===== config.mk =====
export PLATFORM = sky130hd
export DESIGN_NAME = unidade_controle
export DESIGN_NICKNAME = d
export VERILOG_FILES = /design/src/rtl/unidade_controle_pkg.sv /design/src/rtl/unidade_controle_ula.sv /design/src/rtl/unidade_controle.sv
export SDC_FILE = /design/constraint.sdc
export NUM_CORES = 1
export LEC_CHECK = 0
export ABC_AREA = 1
export CAP_MARGIN = 20
export CORE_ASPECT_RATIO = 0.75
export CORE_UTILIZATION = 57
export DETAILED_ROUTE_END_ITERATION = 8
export GPL_TIMING_DRIVEN = 0
export PLACE_DENSITY = 0.87
export SLEW_MARGIN = 20
export SYNTH_ARGS = -nofsm -noshare
export SYNTH_HDL_FRONTEND = slang
export SYNTH_SLANG_ARGS = --single-unit

===== constraint.sdc =====
create_clock -name clock -period 7 [get_ports clock]
set_clock_uncertainty 0.05 [all_clocks]
set_input_delay 0.7 -clock clock [delete_from_list [all_inputs] [get_ports clock]]
set_output_delay 0.7 -clock clock [all_outputs]
set_load 0.005 [all_outputs]

===== src/rtl/unidade_controle_pkg.sv =====
// Shared constants for the multicycle controller: opcodes, FSM encodings, instruction fields.
// Optional flags feature is enabled with UNIDADE_CONTROLE_FLAGS_EN.
package unidade_controle_pkg;

   localparam int DEF_DATA_W = 16;
   localparam int DEF_ADDR_W = 3;

   localparam logic [3:0] OP_MV  = 4'd0;
   localparam logic [3:0] OP_MVI = 4'd1;
   localparam logic [3:0] OP_ADD = 4'd2;
   localparam logic [3:0] OP_SUB = 4'd3;
   localparam logic [3:0] OP_AND = 4'd4;
   localparam logic [3:0] OP_OR  = 4'd5;

   localparam logic [1:0] IDLE = 2'd0;
   localparam logic [1:0] T1   = 2'd1;
   localparam logic [1:0] T2   = 2'd2;
   localparam logic [1:0] T3   = 2'd3;

   localparam int OP_LSB = 12;
   localparam int OP_W   = 4;
   localparam int RX_LSB = 9;
   localparam int RY_LSB = 6;

   function automatic logic is_valid_op(input logic [3:0] op);
      return (op <= OP_OR);
   endfunction

   // Only the arithmetic/logic group touches Z and C; moves leave them alone.
   function automatic logic sets_flags(input logic [3:0] op);
      return (op >= OP_ADD) && (op <= OP_OR);
   endfunction

endpackage


===== src/rtl/unidade_controle_ula.sv =====
// Combinational ALU for the controller; carry/zero outputs exist only with UNIDADE_CONTROLE_FLAGS_EN.
module unidade_controle_ula
   import unidade_controle_pkg::*;
#(
   parameter int DATA_W = DEF_DATA_W
) (
   input  logic [3:0]        op,
   input  logic [DATA_W-1:0] a,
   input  logic [DATA_W-1:0] b,
`ifdef UNIDADE_CONTROLE_FLAGS_EN
   output logic              carry,
   output logic              zero,
`endif
   output logic [DATA_W-1:0] result
);

   always_comb begin
      result = '0;
      case (op)
         OP_MV:   result = b;
         OP_MVI:  result = a;
         OP_ADD:  result = a + b;
         OP_SUB:  result = a - b;
         OP_AND:  result = a & b;
         OP_OR:   result = a | b;
         default: result = '0;
      endcase
   end

`ifdef UNIDADE_CONTROLE_FLAGS_EN
   // An unsigned add overflowed exactly when the wrapped sum is below an operand.
   always_comb begin
      carry = 1'b0;
      case (op)
         OP_ADD:  carry = (result < a);
         OP_SUB:  carry = (a < b);
         default: carry = 1'b0;
      endcase
   end

   assign zero = (result == '0);
`endif

endmodule


===== src/rtl/unidade_controle.sv =====
// Four-state multicycle controller driving an 8x16 register file through its read/write ports.
// Define UNIDADE_CONTROLE_FLAGS_EN to add registered Z and C flag outputs.
module unidade_controle
   import unidade_controle_pkg::*;
#(
   parameter int DATA_W = DEF_DATA_W,
   parameter int ADDR_W = DEF_ADDR_W
) (
   input  logic              clock,
   input  logic              reset,
   input  logic              Run,
   input  logic [DATA_W-1:0] DIN,
   input  logic [DATA_W-1:0] Data1,
   input  logic [DATA_W-1:0] Data2,
   output logic [ADDR_W-1:0] Read1,
   output logic [ADDR_W-1:0] Read2,
   output logic [ADDR_W-1:0] WriteReg,
   output logic [DATA_W-1:0] WriteData,
   output logic              RegWrite,
   output logic              Done,
`ifdef UNIDADE_CONTROLE_FLAGS_EN
   output logic              Z,
   output logic              C,
`endif
   output logic              Busy
);

   logic [1:0]        state;
   logic [OP_W-1:0]   op;
   logic [ADDR_W-1:0] rx;
   logic [ADDR_W-1:0] ry;
   logic [DATA_W-1:0] a_reg;
   logic [DATA_W-1:0] b_reg;
   logic [DATA_W-1:0] g_reg;
   logic [DATA_W-1:0] alu_result;

`ifdef UNIDADE_CONTROLE_FLAGS_EN
   logic alu_carry;
   logic alu_zero;
   logic z_reg;
   logic c_reg;
`endif

   unidade_controle_ula #(.DATA_W(DATA_W)) ula (
      .op     (op),
      .a      (a_reg),
      .b      (b_reg),
`ifdef UNIDADE_CONTROLE_FLAGS_EN
      .carry  (alu_carry),
      .zero   (alu_zero),
`endif
      .result (alu_result)
   );

   // Only the used instruction fields are kept; bits [5:0] carry no meaning.
   always_ff @(posedge clock) begin
      if (reset) begin
         state <= IDLE;
         op    <= '0;
         rx    <= '0;
         ry    <= '0;
         a_reg <= '0;
         b_reg <= '0;
         g_reg <= '0;
      end else begin
         case (state)
            IDLE: begin
               if (Run) begin
                  op    <= DIN[OP_LSB +: OP_W];
                  rx    <= DIN[RX_LSB +: ADDR_W];
                  ry    <= DIN[RY_LSB +: ADDR_W];
                  state <= T1;
               end
            end
            T1: begin
               if (op == OP_MVI) begin
                  a_reg <= DIN;
               end else begin
                  a_reg <= Data1;
                  b_reg <= Data2;
               end
               state <= T2;
            end
            T2: begin
               if (is_valid_op(op)) begin
                  g_reg <= alu_result;
               end
               state <= T3;
            end
            T3:      state <= IDLE;
            default: state <= IDLE;
         endcase
      end
   end

`ifdef UNIDADE_CONTROLE_FLAGS_EN
   always_ff @(posedge clock) begin
      if (reset) begin
         z_reg <= 1'b0;
         c_reg <= 1'b0;
      end else if ((state == T2) && sets_flags(op)) begin
         z_reg <= alu_zero;
         c_reg <= alu_carry;
      end
   end

   assign Z = z_reg;
   assign C = c_reg;
`endif

   // Strobes come straight from the state register so they cannot glitch on Run/DIN.
   assign Read1     = rx;
   assign Read2     = ry;
   assign WriteReg  = rx;
   assign WriteData = g_reg;
   assign Done      = (state == T3);
   assign RegWrite  = (state == T3) && is_valid_op(op);
   assign Busy      = (state != IDLE);

endmodule


# --- Word-level counts from Yosys, hierarchy flattened ---
# Index checks and enable logic that the tools add are counted.
classes:
  n_addsub: 2
  order_cmp: 1
  eq_ne: 9
  n_mux: 4
  bitwise: 3
  reduce_logical: 7
op_table:
  columns: ["operator", "count"]
  rows:
  - ["16-bit one-hot mux with 6 select lines", 1]
  - ["16-bit adder", 1]
  - ["16-bit AND", 1]
  - ["16-bit 2-to-1 mux", 1]
  - ["16-bit bitwise OR", 1]
  - ["16-bit subtractor", 1]
  - ["4-bit by 2-bit equality test with 1-bit output, second input constant", 2]
  - ["4-bit by 3-bit equality test with 1-bit output, second input constant", 2]
  - ["2-bit one-hot mux with 4 select lines", 1]
  - ["2-bit AND reduction", 3]
  - ["2-bit equality test, second input constant", 2]
  - ["4-bit by 1-bit equality test with 1-bit output, second input constant", 1]
  - ["4-bit by 3-bit <= comparator with 1-bit output, second input constant", 1]
  - ["4-bit zero test", 1]
  - ["2-bit by 1-bit equality test with 1-bit output, second input constant", 1]
  - ["2-bit zero test", 1]
  - ["2-bit 2-to-1 mux", 1]
  - ["2-bit inequality test, second input constant", 1]
  - ["2-bit nonzero test", 1]
  - ["1-bit logical AND", 1]
  - ["1-bit inverter", 1]
word_totals:
  register_bits: 60
  input_bits: 51
  out_inout_bits: 28
  wordCells: 33

# --- Longest topological paths before layout ---
# Gate-level depths: netlist of run 1.
logic_depth:
  word_depth: 3
  depth_mapped: 21

# --- Cells and area by module ---
# Synthesis of run 1 repeated with hierarchy kept, for this count alone.
hier_totals:
  hier_cells: 686
  hier_area_um2: 4399.2
modules_own_cells:
  columns: ["mod", "instances", "cells_each", "area_per_inst_um2"]
  rows:
  - ["unidade_controle", 1, 338, 2593.7]
  - ["unidade_controle_ula", 1, 348, 1805.5]

# --- Worst setup path before layout of run 1 ---
# OpenSTA, ideal clock, no wires.
synth_timing:
  kind: "flip-flop to flip-flop"
  startpoint: "reg b_reg[0]"
  endpoint: "reg g_reg[15], in the netlist WriteData[15]"
  t_arrival_ps: 2375
  required_ps: 6828
  path_slack_ps: 4454
  stages_incl_launch_ff: 20
  n_path_buf: 0
  synth_period_minus_slack_ps: 2546
  path_cell_list: "dfxtp_1 -> inv_1 -> ha_1 -> inv_1 -> nor3_1 -> nand3_1 -> nor3_1 -> nor2_1 -> nor2_2 -> xor2_1 -> inv_1 -> ha_1 -> a21oi_1 -> nand2_1 -> nand2_1 -> nand2_1 -> a21oi_1 -> nand3_1 -> nand3_1 -> a21oi_1"
synth_via:
  elab_chain_cells: 2
  word_cells_on_any_way: 3
  cone_classes: "add/sub (2); mux (1)"
synth_lines:
  columns: ["item", "line", "source"]
  rows:
  - ["start: declaration", "unidade_controle.sv:33", "logic [DATA_W-1:0] b_reg;"]
  - ["start signal: assignment", "unidade_controle.sv:80", "b_reg <= Data2;"]
  - ["16-bit subtractor or 16-bit adder (tied branches)", "unidade_controle_ula.sv:23, unidade_controle_ula.sv:22", null]
  - ["16-bit one-hot mux with 6 select lines (*)", "unidade_controle_ula.sv:19", "case (op)"]
  - ["end signal: assignment", "unidade_controle.sv:86", "g_reg <= alu_result;"]
  - ["end: declaration", "unidade_controle.sv:34", "logic [DATA_W-1:0] g_reg;"]
# Mark *: on every way between the ends. The rest lies on a longest branch, timed or not.
# A chain may end at the register's enable or synchronous reset.

# --- Worst setup path after layout of run 1 ---
layout_timing:
  startpoint: "reg b_reg[0]"
  endpoint: "reg g_reg[13], in the netlist WriteData[13]"
# Same word-level chain as after synthesis.

==> impl_metrics.toml, run 1 <==
[pwr]
power_frac_seq_pct = 21.5
clkPwrFrac_pct = 13.2
p_per_area_nw_per_um2 = 533.0
switching_share_pct = 50.45
power.switching_uw = 1384
p_int_uw = 1359
pwr-share-comb_pct = 65.3
power.total_uw = 2743
leakagePower_uw = 0.002349
vdd_ir_drop_max_mv = 0.2638

[logic_synthesis]
synth_common_cells = "114 x nand2_1, 86 x inv_1, 75 x o21ai_0, 63 x a21oi_1, 60 x dfxtp_1"
synth-seq-cells = 60
yosys_warnings = 0
synth_flop_cell = "dfxtp_1"
async_flop_share_pct = 0
yosysTopAreaCell = "dfxtp_1"
synth_top_area_share_pct = 29.76
avgSynthCellArea_um2 = 6.639
yosysSeqAreaShare_pct = 29.76
synth_cell_types = 38
syn-instance-count = 608
syn-cell-area_um2 = 4036
synthesis.nets = 683
yosysMostFrequentCell = "nand2_1"
synth-edff-count = 0
yosys-top-cells-area = "dfxtp_1 30%, nand2_1 11%, o21ai_0 9.3%, inv_1 8.0%, a21oi_1 7.8%"

[critical_path]
crit_required_ps = 7240
slowest_delay_ps = 370
slowest_stage = "ha_1"
endpoint_kind = "register"
cp_max_fo = 5
crit_path_start_kind = "register"
cp_cell_sequence = "inv_1 > ha_1 > inv_1 > nor3_1 > nand3_1 > nor3_1 > nor2_1 > nor2_2 > o21ai_0 > nand2_1 > nand2_1 > ha_1 > nand2_1 > nor2_1 > nand3_1 > nand3b_1 > nand3_1 > a21oi_1"
path_buf_inv = 2
cp_top_family = "simple AND/OR/NAND/NOR gates"
path_class = "register to register"
r2r_slack_ps = 3730
regToRegEndpoint = "WriteData[13]$_SDFFE_PP0P_"
r2r_cells = 18
r2r_start = "b_reg[0]$_SDFFE_PP0P_"
arrival_ps = 3510

[global_route]
antenna_found_initial = 0
grt_pass1_vias = 4255
grt_use_total_pct = 36.04
grt_pass1_wl_um = 20380
grt_max_degree = 13
grt_overflow = 0

[placement]
io_buffers = 78
place_congestion = 0.9402
dp.cells = 770
dp_hpwl_um = 9748
place_ws_ps = 3909

[die]
start_util_pct = 59.08
ioPinCount = 79
fp.dieW_um = 99.17
die-area_um2 = 7425
std_cell_rows = 26
die_h_um = 74.88
coreArea_um2 = 6832

[sta]
min_period_ps = 3275
rsz0062_at_grt = "no"
hold_violations = 0
fin_tns_setup_ps = 0
slew_headroom_pct = 53.18
setup_viol = 0
max_freq_ghz = 0.3054
worstMarginPinSlew_ps = 695.0
maxSlewViolCount = 0
period_share_pct = 46.78
worst_slack_ps = 3725

[drt]
route.detailed.drc = 0
first_iter_violations = 405
routed_wl_um = 12850
routedWlPerCell_um = 16.35
drt_first_pass_iters = 5
routed-via-count = 4550
drtAntennaViolNets = 0
routed_via_density = 5.789

[layout]
finalNetCount = 772
seq_area_um2 = 1201
fin_util_pct = 75.35
fill_cells = 576
final_cells = 786
multi_input_area_um2 = 2362
antenna_cells = 0
syn_to_final_growth_pct = 27.53
drive_gt1_share_pct = 7.123

[clock_network]
root_buffer = "clkbuf_8"
clock_path_buffers = 2
cts_resized = 0
numCtsBuffers = 9
clk_latency_ps = 350
cts-hold-fix-buffers = 0
cts_tree = "built"
htree_num_levels = 3
numClockSinks = 60
postCtsSetupRepairBufs = 0
path_clk_slew_ps = 80

[hold_path]
worstHoldEndpoint = "Read2[0]$_SDFFE_PP0P_"
min_path_type = "register to register"
min_from = "Read2[0]$_SDFFE_PP0P_"
hold_depth = 2

[job]
max_cap_viol_count = 0

[status]
outcome = "complete, no violations"
-- area by class of cell --
class	count	area share (%)
inverters	90	6.563
repair buffers	78	15.17
plain buffers	25	2.625
well taps	84	2.042
clock buffers	9	2.406
multi-input cells	433	45.89
flip-flops and latches	60	23.33
clock inverters	7	1.969
-- worst max path at each step --
| stage | start | endpoint | slack [ps] | cells past startpoint |
|---|---|---|---|---|
| final | b_reg[0]$_SDFFE_PP0P_ | WriteData[13]$_SDFFE_PP0P_ | 3730 | 18 |
| after global routing | b_reg[0]$_SDFFE_PP0P_ | WriteData[13]$_SDFFE_PP0P_ | 3440 | 18 |
| after CTS | b_reg[0]$_SDFFE_PP0P_ | WriteData[13]$_SDFFE_PP0P_ | 3870 | 18 |
| after detailed placement | b_reg[0]$_SDFFE_PP0P_ | WriteData[13]$_SDFFE_PP0P_ | 3910 | 18 |
| after global placement | b_reg[0]$_SDFFE_PP0P_ | WriteData[13]$_SDFFE_PP0P_ | 4020 | 18 |
| after floorplan | b_reg[0]$_SDFFE_PP0P_ | WriteData[15]$_SDFFE_PP0P_ | 4450 | 19 |
-- power by group through the flow --
| stage | registers, µW | logic [µW] | clock network [µW] |
|---|---|---|---|
| after floorplan | 565 | 1250 | 0 |
| after global placement | 585 | 1660 | 0 |
| after detailed placement | 592 | 1700 | 0 |
| final | 590 | 1790 | 361 |
| after CTS | 586 | 1740 | 358 |
| after global routing | 603 | 2000 | 372 |
-- stage by stage --
step                area, µm²  hold WS, ps
floorplan                4036        420.6
global placement         4922        416.9
detailed placement       4922        434.0
CTS                      5147        445.7
global route             5147        481.4
finish                   5147        442.2
-- logic make-up (layout without fill, tap and decap cells) --
family,after synthesis,count (layout),share of synthesized area (%)
AND/OR/NAND/NOR,223,223,24.40
XOR/XNOR,13,13,2.821
AO/OA/AOI/OAI,173,173,23.68
flip-flops,60,60,29.76
buffers and inverters,115,209,11.72
adder cells (fa/ha/maj),24,24,7.626
-- layer usage --
metal	part of all wire (%)	track usage (%)	vias up
li1	-	-	2173
met5	0	0	-
met3	9.0	8.171	32
met2	46	62.39	237
met1	43	44.20	2108
met4	2.7	15.52	0
-- cell usage in the layout (no fill, tap or decap), drive strengths merged, types with 2 or more instances in the layout --
cell,instances
nand2,115
inv,90
o21ai,80
clkdlybuf4s50,78
a21oi,65
dfxtp,60
nor2,53
nand3,38
ha,23
clkbuf,21
o211ai,17
buf,13
xor2,11
or2,7
nor3,6
a211oi,3
nand3b,3
clkinv,3
xnor2,2
o22ai,2
a22oi,2
clkinvlp,2
bufinv,2
-- worst reg2reg max path: stages (launching register included) --
cell and delay (ps):
dfxtp_1 340, inv_1 150, ha_1 170, inv_1 50, nor3_1 230, nand3_1 180
nor3_1 200, nor2_1 100, nor2_2 180, o21ai_0 130, nand2_1 70, nand2_1 60
ha_1 370, nand2_1 130, nor2_1 270, nand3_1 210, nand3b_1 130, nand3_1 80
a21oi_1 130
Note: power is estimated with default switching activity, not from simulation.
==> run 2: changes to the inputs <==
CORE_UTILIZATION = 53   (was 57)
PLACE_DENSITY = 0.82   (was 0.87)
clock period = 3.3 ns   (was 7 ns; I/O delays follow)
==> impl_metrics.toml, run 2 (synthesized netlist as in run 1, its figures left out) <==
[drt]
first_iter_violations = 342
routedWlPerCell_um = 15.52
routed_via_density = 5.557
drt_first_pass_iters = 5
drtAntennaViolNets = 0
routed-via-count = 4462
routed_wl_um = 12460
route.detailed.drc = 0

[status]
outcome = "complete, no violations"

[clock_network]
numClockSinks = 60
cts_tree = "built"
root_buffer = "clkbuf_8"
postCtsSetupRepairBufs = 0
clock_path_buffers = 2
htree_num_levels = 3
numCtsBuffers = 9
clk_latency_ps = 350
path_clk_slew_ps = 80

[sta]
whs_ps = 446.0
maxSlewViolCount = 0
max_freq_ghz = 0.3308
worstMarginPinSlew_ps = 591.8
hold_violations = 0
fin_tns_setup_ps = 0
slew_headroom_pct = 60.13
setup_viol = 0
min_period_ps = 3023
period_share_pct = 91.60

[pwr]
p_int_uw = 2755
power.switching_uw = 2870
power_frac_seq_pct = 22.1
switching_share_pct = 51.02
clkPwrFrac_pct = 11.3
vdd_ir_drop_max_mv = 0.5974
leakagePower_uw = 0.002327
pwr-share-comb_pct = 66.6
p_per_area_nw_per_um2 = 1094

[critical_path]
crit_end = "WriteData[15]$_SDFFE_PP0P_"
cp_max_fo = 5
cp_cell_sequence = "inv_1 > ha_1 > inv_1 > nor3_2 > nand3_1 > nor3_1 > nor2_1 > nor2_2 > xor2_1 > inv_1 > ha_1 > a21oi_1 > nand2_1 > nand2_1 > nand2_1 > a21oi_1 > nand3_1 > nand3_1 > a21oi_1"
slowest_delay_ps = 340
crit_required_ps = 3480
slowest_stage = "ha_1"
path_class = "register to register"
crit_cells = 19
crit_path_start_kind = "register"
cp_top_family = "simple AND/OR/NAND/NOR gates"
arrival_ps = 3200
r2r_slack_ps = 280
r2r_cells = 19
r2r_start = "b_reg[1]$_SDFFE_PP0P_"
regToRegEndpoint = "WriteData[15]$_SDFFE_PP0P_"
critPathLaunch = "b_reg[1]$_SDFFE_PP0P_"
endpoint_kind = "register"
path_buf_inv = 3

[hold_path]
min_path_type = "register to register"

[global_route]
grt_max_degree = 13
antenna_found_initial = 0
grt_overflow = 0
grt_pass1_wl_um = 20000
grt_pass1_vias = 4109
grt_use_total_pct = 32.86

[placement]
dp_hpwl_um = 9703
place_congestion = 0.9193
io_buffers = 78

[die]
ioPinCount = 79
die_h_um = 77.58
die-area_um2 = 7972
fp.dieW_um = 102.8
start_util_pct = 54.81
std_cell_rows = 27
coreArea_um2 = 7365

[layout]
finalNetCount = 772
fill_cells = 664
final_cell_mix = "114 x nand2_1, 85 x inv_1, 78 x clkdlybuf4s50_1, 75 x o21ai_0, 63 x a21oi_1"
layout_commonest_cell = "nand2_1"
antenna_cells = 0
syn_to_final_growth_pct = 27.43
drive_gt1_share_pct = 7.835

[job]
max_cap_viol_count = 0
run 2: cell count changes in the layout (fill, tap and decap cells not counted), sizes merged:
cell,delta
clkbuf,+1
bufinv,-2
clkinv,-3
inv,+2
clkinvlp,+2
run 2: metal layers:
metal | wire length [µm] | part of all wire (%) | track usage (%)
met5 | 0 | 0 | 0
met4 | 271 | 2.2 | 9.437
met3 | 1013 | 8.1 | 6.667
met2 | 5433 | 44 | 51.33
met1 | 5743 | 46 | 45.53
run 2: worst register-to-register path: cells and delay by family (launching register included):
kind            cells  cell delay (ps)
compound gates      3              440
simple gates       10             1150
flops               1              330
buf+inv             3              240
xor+xnor            1              160
fa+ha+maj           2              520
run 2: cell type report:
class,count,area (µm²),share of cell area [%]
multi-input combinational,433,2377,46.22
sequential,60,1201,23.35
timing repair buffer,78,780.7,15.18
inverter,90,337.8,6.568
clock buffer,10,137.6,2.676
buffer,25,135.1,2.627
tap,101,126.4,2.457
clock inverter,6,47.55,0.9243
run 2: worst min path at each step:
stage                          startpoint                     to  slack (ps)  depth (start not counted)
finish              Read2[0]$_SDFFE_PP0P_  Read2[0]$_SDFFE_PP0P_         450                          2
global route        Read2[1]$_SDFFE_PP0P_  Read2[1]$_SDFFE_PP0P_         460                          2
CTS                 Read2[1]$_SDFFE_PP0P_  Read2[1]$_SDFFE_PP0P_         440                          2
detailed placement  Read2[1]$_SDFFE_PP0P_  Read2[1]$_SDFFE_PP0P_         430                          2
global placement    Read2[0]$_SDFFE_PP0P_  Read2[0]$_SDFFE_PP0P_         420                          2
floorplan                           reset  state[0]$_SDFFE_PP0P_         360                          1
run 2: metrics by stage:
stage	std cells	cell area (µm²)	util, %	worst slack [ps]	power, µW
floorplan	608	4036	-	753.5	3840
global placement	787	4943	67.13	283.7	4787
detailed placement	787	4943	67.13	264.7	4886
CTS	803	5129	69.64	226.1	5535
global route	803	5144	69.84	-5.141	6174
finish	803	5144	69.84	277.3	5626
run 2: repair_timing:
| item | 4_1_cts | 5_1_grt |
|---|---|---|
| hold buffers | 0 | 0 |
| resized for setup | 0 | 5 |
| endpoints found under the setup margin | 0 | 3 |
run 2: power by group through the flow:
stage / Clock, µW / Sequential [µW] / Combinational [µW]
2_1_floorplan: 0 / 1200 / 2640
3_3_place_gp: 0 / 1240 / 3540
3_5_place_dp: 0 / 1250 / 3630
4_1_cts: 638 / 1240 / 3660
5_1_grt: 672 / 1280 / 4220
6_report: 635 / 1240 / 3750
==> run 3: changes to the inputs <==
CAP_MARGIN = 25   (was 20)
PLACE_DENSITY = not set   (was 0.82)
PLACE_DENSITY_LB_ADDON = 0.25   (was not set)
RECOVER_POWER = 100   (was not set)
==> impl_metrics.toml, run 3 (synthesized netlist as in run 1, its figures left out) <==
[status]
outcome = "complete, no violations"

[layout]
antenna_cells = 0
final_cell_mix = "115 x nand2_1, 85 x inv_1, 75 x o21ai_0, 63 x a21oi_1, 60 x dfxtp_1"
layout_commonest_cell = "nand2_1"
syn_to_final_growth_pct = 27.50
drive_gt1_share_pct = 6.970
finalNetCount = 773
final_cells = 804

[critical_path]
cp_max_fo = 5
endpoint_kind = "register"
critPathLaunch = "b_reg[0]$_SDFFE_PP0P_"
r2r_slack_ps = 250
path_class = "register to register"
regToRegEndpoint = "WriteData[12]$_SDFFE_PP0P_"
r2r_cells = 19
r2r_start = "b_reg[0]$_SDFFE_PP0P_"
crit_path_start_kind = "register"
arrival_ps = 3300
crit_required_ps = 3540

[placement]
io_buffers = 78
place_congestion = 0.9118
dp_hpwl_um = 9810
dp.cells = 787

[drt]
routedWlPerCell_um = 15.80
first_iter_violations = 323
routed_wl_um = 12710
routed-via-count = 4474
route.detailed.drc = 0
drtAntennaViolNets = 0
routed_via_density = 5.565
drt_first_pass_iters = 6

[clock_network]
clk_latency_ps = 360
path_clk_slew_ps = 70
numCtsBuffers = 9
root_buffer = "clkbuf_8"
cts_tree = "built"
htree_num_levels = 3
numClockSinks = 60
cts-hold-fix-buffers = 0
clock_path_buffers = 2

[global_route]
grt_pass1_vias = 4009
antenna_found_initial = 0
grt_overflow = 0
grt_max_degree = 11
grt_use_total_pct = 33.18
grt_pass1_wl_um = 20080

[sta]
period_share_pct = 92.51
hold_violations = 0
whs_ps = 431.3
min_period_ps = 3053
slew_headroom_pct = 54.22
setup_viol = 0
worstMarginPinSlew_ps = 684.1
maxSlewViolCount = 0
max_freq_ghz = 0.3276

[hold_path]
min_from = "Read2[0]$_SDFFE_PP0P_"
hold_depth = 2
min_path_type = "register to register"
worstHoldEndpoint = "Read2[0]$_SDFFE_PP0P_"

[pwr]
p_per_area_nw_per_um2 = 1113
vdd_ir_drop_max_mv = 0.5144
leakagePower_uw = 0.002407

[die]
coreArea_um2 = 7365
die_h_um = 77.58
std_cell_rows = 27
fp.dieW_um = 102.8
ioPinCount = 79
start_util_pct = 54.81
die-area_um2 = 7972

[job]
max_cap_viol_count = 0
run 3: cell count changes in the layout (fill, tap and decap cells not counted), moves of 3 or more:
| cell | before | now |
|---|---|---|
| clkdlybuf4s50_1 | 78 | 49 |
| nor2_1 | 46 | 51 |
| clkbuf_1 | 12 | 16 |
| clkinvlp_4 | 4 | 1 |
| dlygate4sd3_1 | 0 | 29 |
run 3: worst max-delay path by stage:
| stage | end |
|---|---|
| floorplan | WriteData[15]$_SDFFE_PP0P_ |
| global placement | WriteData[13]$_SDFFE_PP0P_ |
| detailed placement | WriteData[15]$_SDFFE_PP0P_ |
| CTS | WriteData[15]$_SDFFE_PP0P_ |
| global route | WriteData[15]$_SDFFE_PP0P_ |
| finish | WriteData[12]$_SDFFE_PP0P_ |
run 3: critical path, cell delays in order, from the launching register on:
cell     delay [ps]
dfxtp_1         340
inv_2           110
ha_1            160
inv_1            80
nor3_4          160
nand3_2         110
nor3_2          140
nor2_1          100
nor2_2          220
xor2_1          210
inv_1           100
ha_4            300
nand2_1         120
nor2_1          180
nand3_1         110
nand3_1         200
nor2_1           60
nor2_1           80
nand2_1          60
a21oi_1         110
run 3: power breakdown:
group,internal (µW),switching [µW],leakage (µW),total (µW)
Combinational,1450,2330,0.00181,3780
Sequential,1000,248,0.000494,1250
Clock,388,309,0.000102,697
run 3: layout make-up:
class / count / area, µm²
multi-input cells: 433 / 2365
fillers: 691 / 2218
flip-flops and latches: 60 / 1201
repair buffers: 79 / 788.3
inverters: 90 / 337.8
clock buffers: 12 / 155.1
well taps: 101 / 126.4
plain buffers: 25 / 125.1
clock inverters: 4 / 47.55
run 3: metrics by stage:
stage               utilization [%]  worst slack (ps)  cell area (µm²)  setup TNS (ps)  power (µW)
global route                  69.88            -65.05             5146          -74.57        6229
CTS                           69.88             156.2             5146               0        5613
floorplan                         -             753.5             4036               0        3840
detailed placement            67.13             233.0             4943               0        4885
global placement              67.13             300.4             4943               0        4775
finish                        69.88             247.3             5146               0        5729
run 3: routing by layer:
layer	routed length, µm	part of all wire, %	global-route usage, %	vias to the layer above
met4	214	1.7	8.451	0
met1	5658	45	44.65	2066
met5	0	0	0	-
met3	1027	8.1	6.577	26
li1	-	-	-	2188
met2	5805	46	54.00	194
run 3: repair_timing:
action,in CTS,in global routing
endpoints found under the setup margin,0,5
gates resized for setup,0,9
buffers inserted,0,1
==> variant, RTL diff (settings of run 1) <==
Build with the macro `UNIDADE_CONTROLE_FLAGS_EN` defined.
--- a/src/rtl/unidade_controle_ula.sv
+++ b/src/rtl/unidade_controle_ula.sv
@@ -1,3 +1,5 @@
 // Combinational ALU for the controller; carry/zero outputs exist only with UNIDADE_CONTROLE_FLAGS_EN.
+`define UNIDADE_CONTROLE_FLAGS_EN
+
 module unidade_controle_ula
    import unidade_controle_pkg::*;
Behaviour (old outputs only; new: C and Z): unchanged (Yosys induction, for registers that start in step).
==> variant against run 1 <==
- sequential cell count is 2 higher
- worst hold slack worse by 14 ps
- via count is 44% higher
- combinational power is 27% higher
- sequential share of layout area is 5.8 points lower
- total power is 24% higher
- setup slack worse by 370 ps
- design area is 38% higher
- die area is 43% higher
- area after synthesis is 44% higher
- routed wire length is 49% higher
==> variant: results (changes against run 1) <==
* Router iterations before antenna repair at 6 (+1)
* Post-Place Cell Area at 6760 um2 (+37%)
* H-Tree Depth at 3 (unchanged)
* Syn nets at 1027 (+50%)
* Max VDD drop at 0.312 mV (+18%)
* Vias per inst at 5.82 (+0.61%)
* Root Driver: clkbuf_16
* Sequential fraction of the synthesis area at 21.4% (-8.4 points)
* Met2 Use GR at 58.6% (-3.8 points)
* Final WL at 19200 um (+49%)
* Status: finished, final reports clean
* Crit path DAT at 3860 ps (+350 ps)
* Top cells by area, synth: dfxtp_1 (21%), ha_1 (16%), nand2_1 (11%), inv_1 (8.5%), nand3_1 (8.4%)
* Largest net degree at the start of global routing at 12 (-1)
* Yosys cell types at 39 (+2.6%)
* Port Buf Inserts at 79 (+1.3%)
* DP HPWL at 14700 um (+51%)
* Clock transition at path regs at 50 ps (-30 ps)
* Global-route wire length before repair at 30000 um (+47%)
* Sw frac at 52.9% (+2.4 points)
* Dpl cells at 1111 (+44%)
* P_leak at 3.50 nW (+49%)
* Synth cell count leaders: nand2_1 (177), inv_1 (132), nand3_1 (98)
* Total track usage at 36.8% (+0.71 points)
* GR Util met3 at 6.89% (-1.3 points)
* R2R setup slack at 3360 ps (-370 ps)
* RePlAce Congestion at 0.979 (+4.1%)
* Worst-Margin Slew at 623 ps (-71.7 ps)
* Post-Synthesis Cells at 900 (+48%)
* Vias in the first global route at 5824 (+37%)
* N_diodes at 0 (unchanged)
* Slowest-stage cell, CP: dfxtp_1
* M1 GR Usage at 49.3% (+5.1 points)
* Slowest stage delay, CP at 420 ps (+50 ps)
* Starting DRT DRC Count at 967 (+140%)
* Avg WL per Cell at 17.0 um (+4.1%)
* Share of cells above drive strength 1 at 7.64% (+0.52 points)
variant: cell types whose count changed after synthesis, sizes merged, moves of 8 or more:
cell / change
nand3: +62
ha: +51
nor2: +54
buf: +8
inv: +51
nand2: +67
nand4: +13
o21ai: -25
xor2: -9
variant: power groups by stage:
stage / registers (mW) / clock network (mW) / logic [mW]
floorplan: 0.588 / 0 / 1.55
global placement: 0.616 / 0 / 2.13
detailed placement: 0.621 / 0 / 2.17
CTS: 0.616 / 0.495 / 2.21
global route: 0.635 / 0.509 / 2.50
finish: 0.623 / 0.501 / 2.27
variant: cell type report:
class	count	area, um2
flip-flops and latches	62	1240
clock buffers	11	253
plain buffers	39	213
clock inverters	5	81.3
repair buffers	79	791
multi-input cells	658	3820
fillers	815	2680
well taps	132	165
inverters	141	532
variant: final timing paths:
check | start | endpoint | depth (start not counted)
worst min-delay path | C | C | 2
worst max-delay path | a_reg[0] | C | 21
worst min register to register | C | C | 2
worst max register to register | a_reg[0] | C | 21
variant: stage by stage:
stage	power (mW)	hold slack, ps	utilization [%]	setup slack, ps
final	3.40	428	72.6	3360
after global placement	2.74	407	69.2	3560
after floorplan	2.14	410	-	4230
after detailed placement	2.79	418	69.2	3480
after CTS	3.32	425	72.6	3440
after global routing	3.65	445	72.6	3150
variant: kinds of logic after synthesis:
group,after synthesis,share of synthesized area [%]
adder cells (fa/ha/maj),76,16.6
flip-flops,62,21.4
XOR/XNOR,3,0.453
AND/OR/NAND/NOR,420,32.5
buffers and inverters,180,12.8
AO/OA/AOI/OAI,159,16.2
variant: metal layers:
metal	vias to the layer above	routed length, um
li1	3118	-
met1	2976	8360
met2	406	8160
met3	64	2000
met4	0	658
met5	-	0
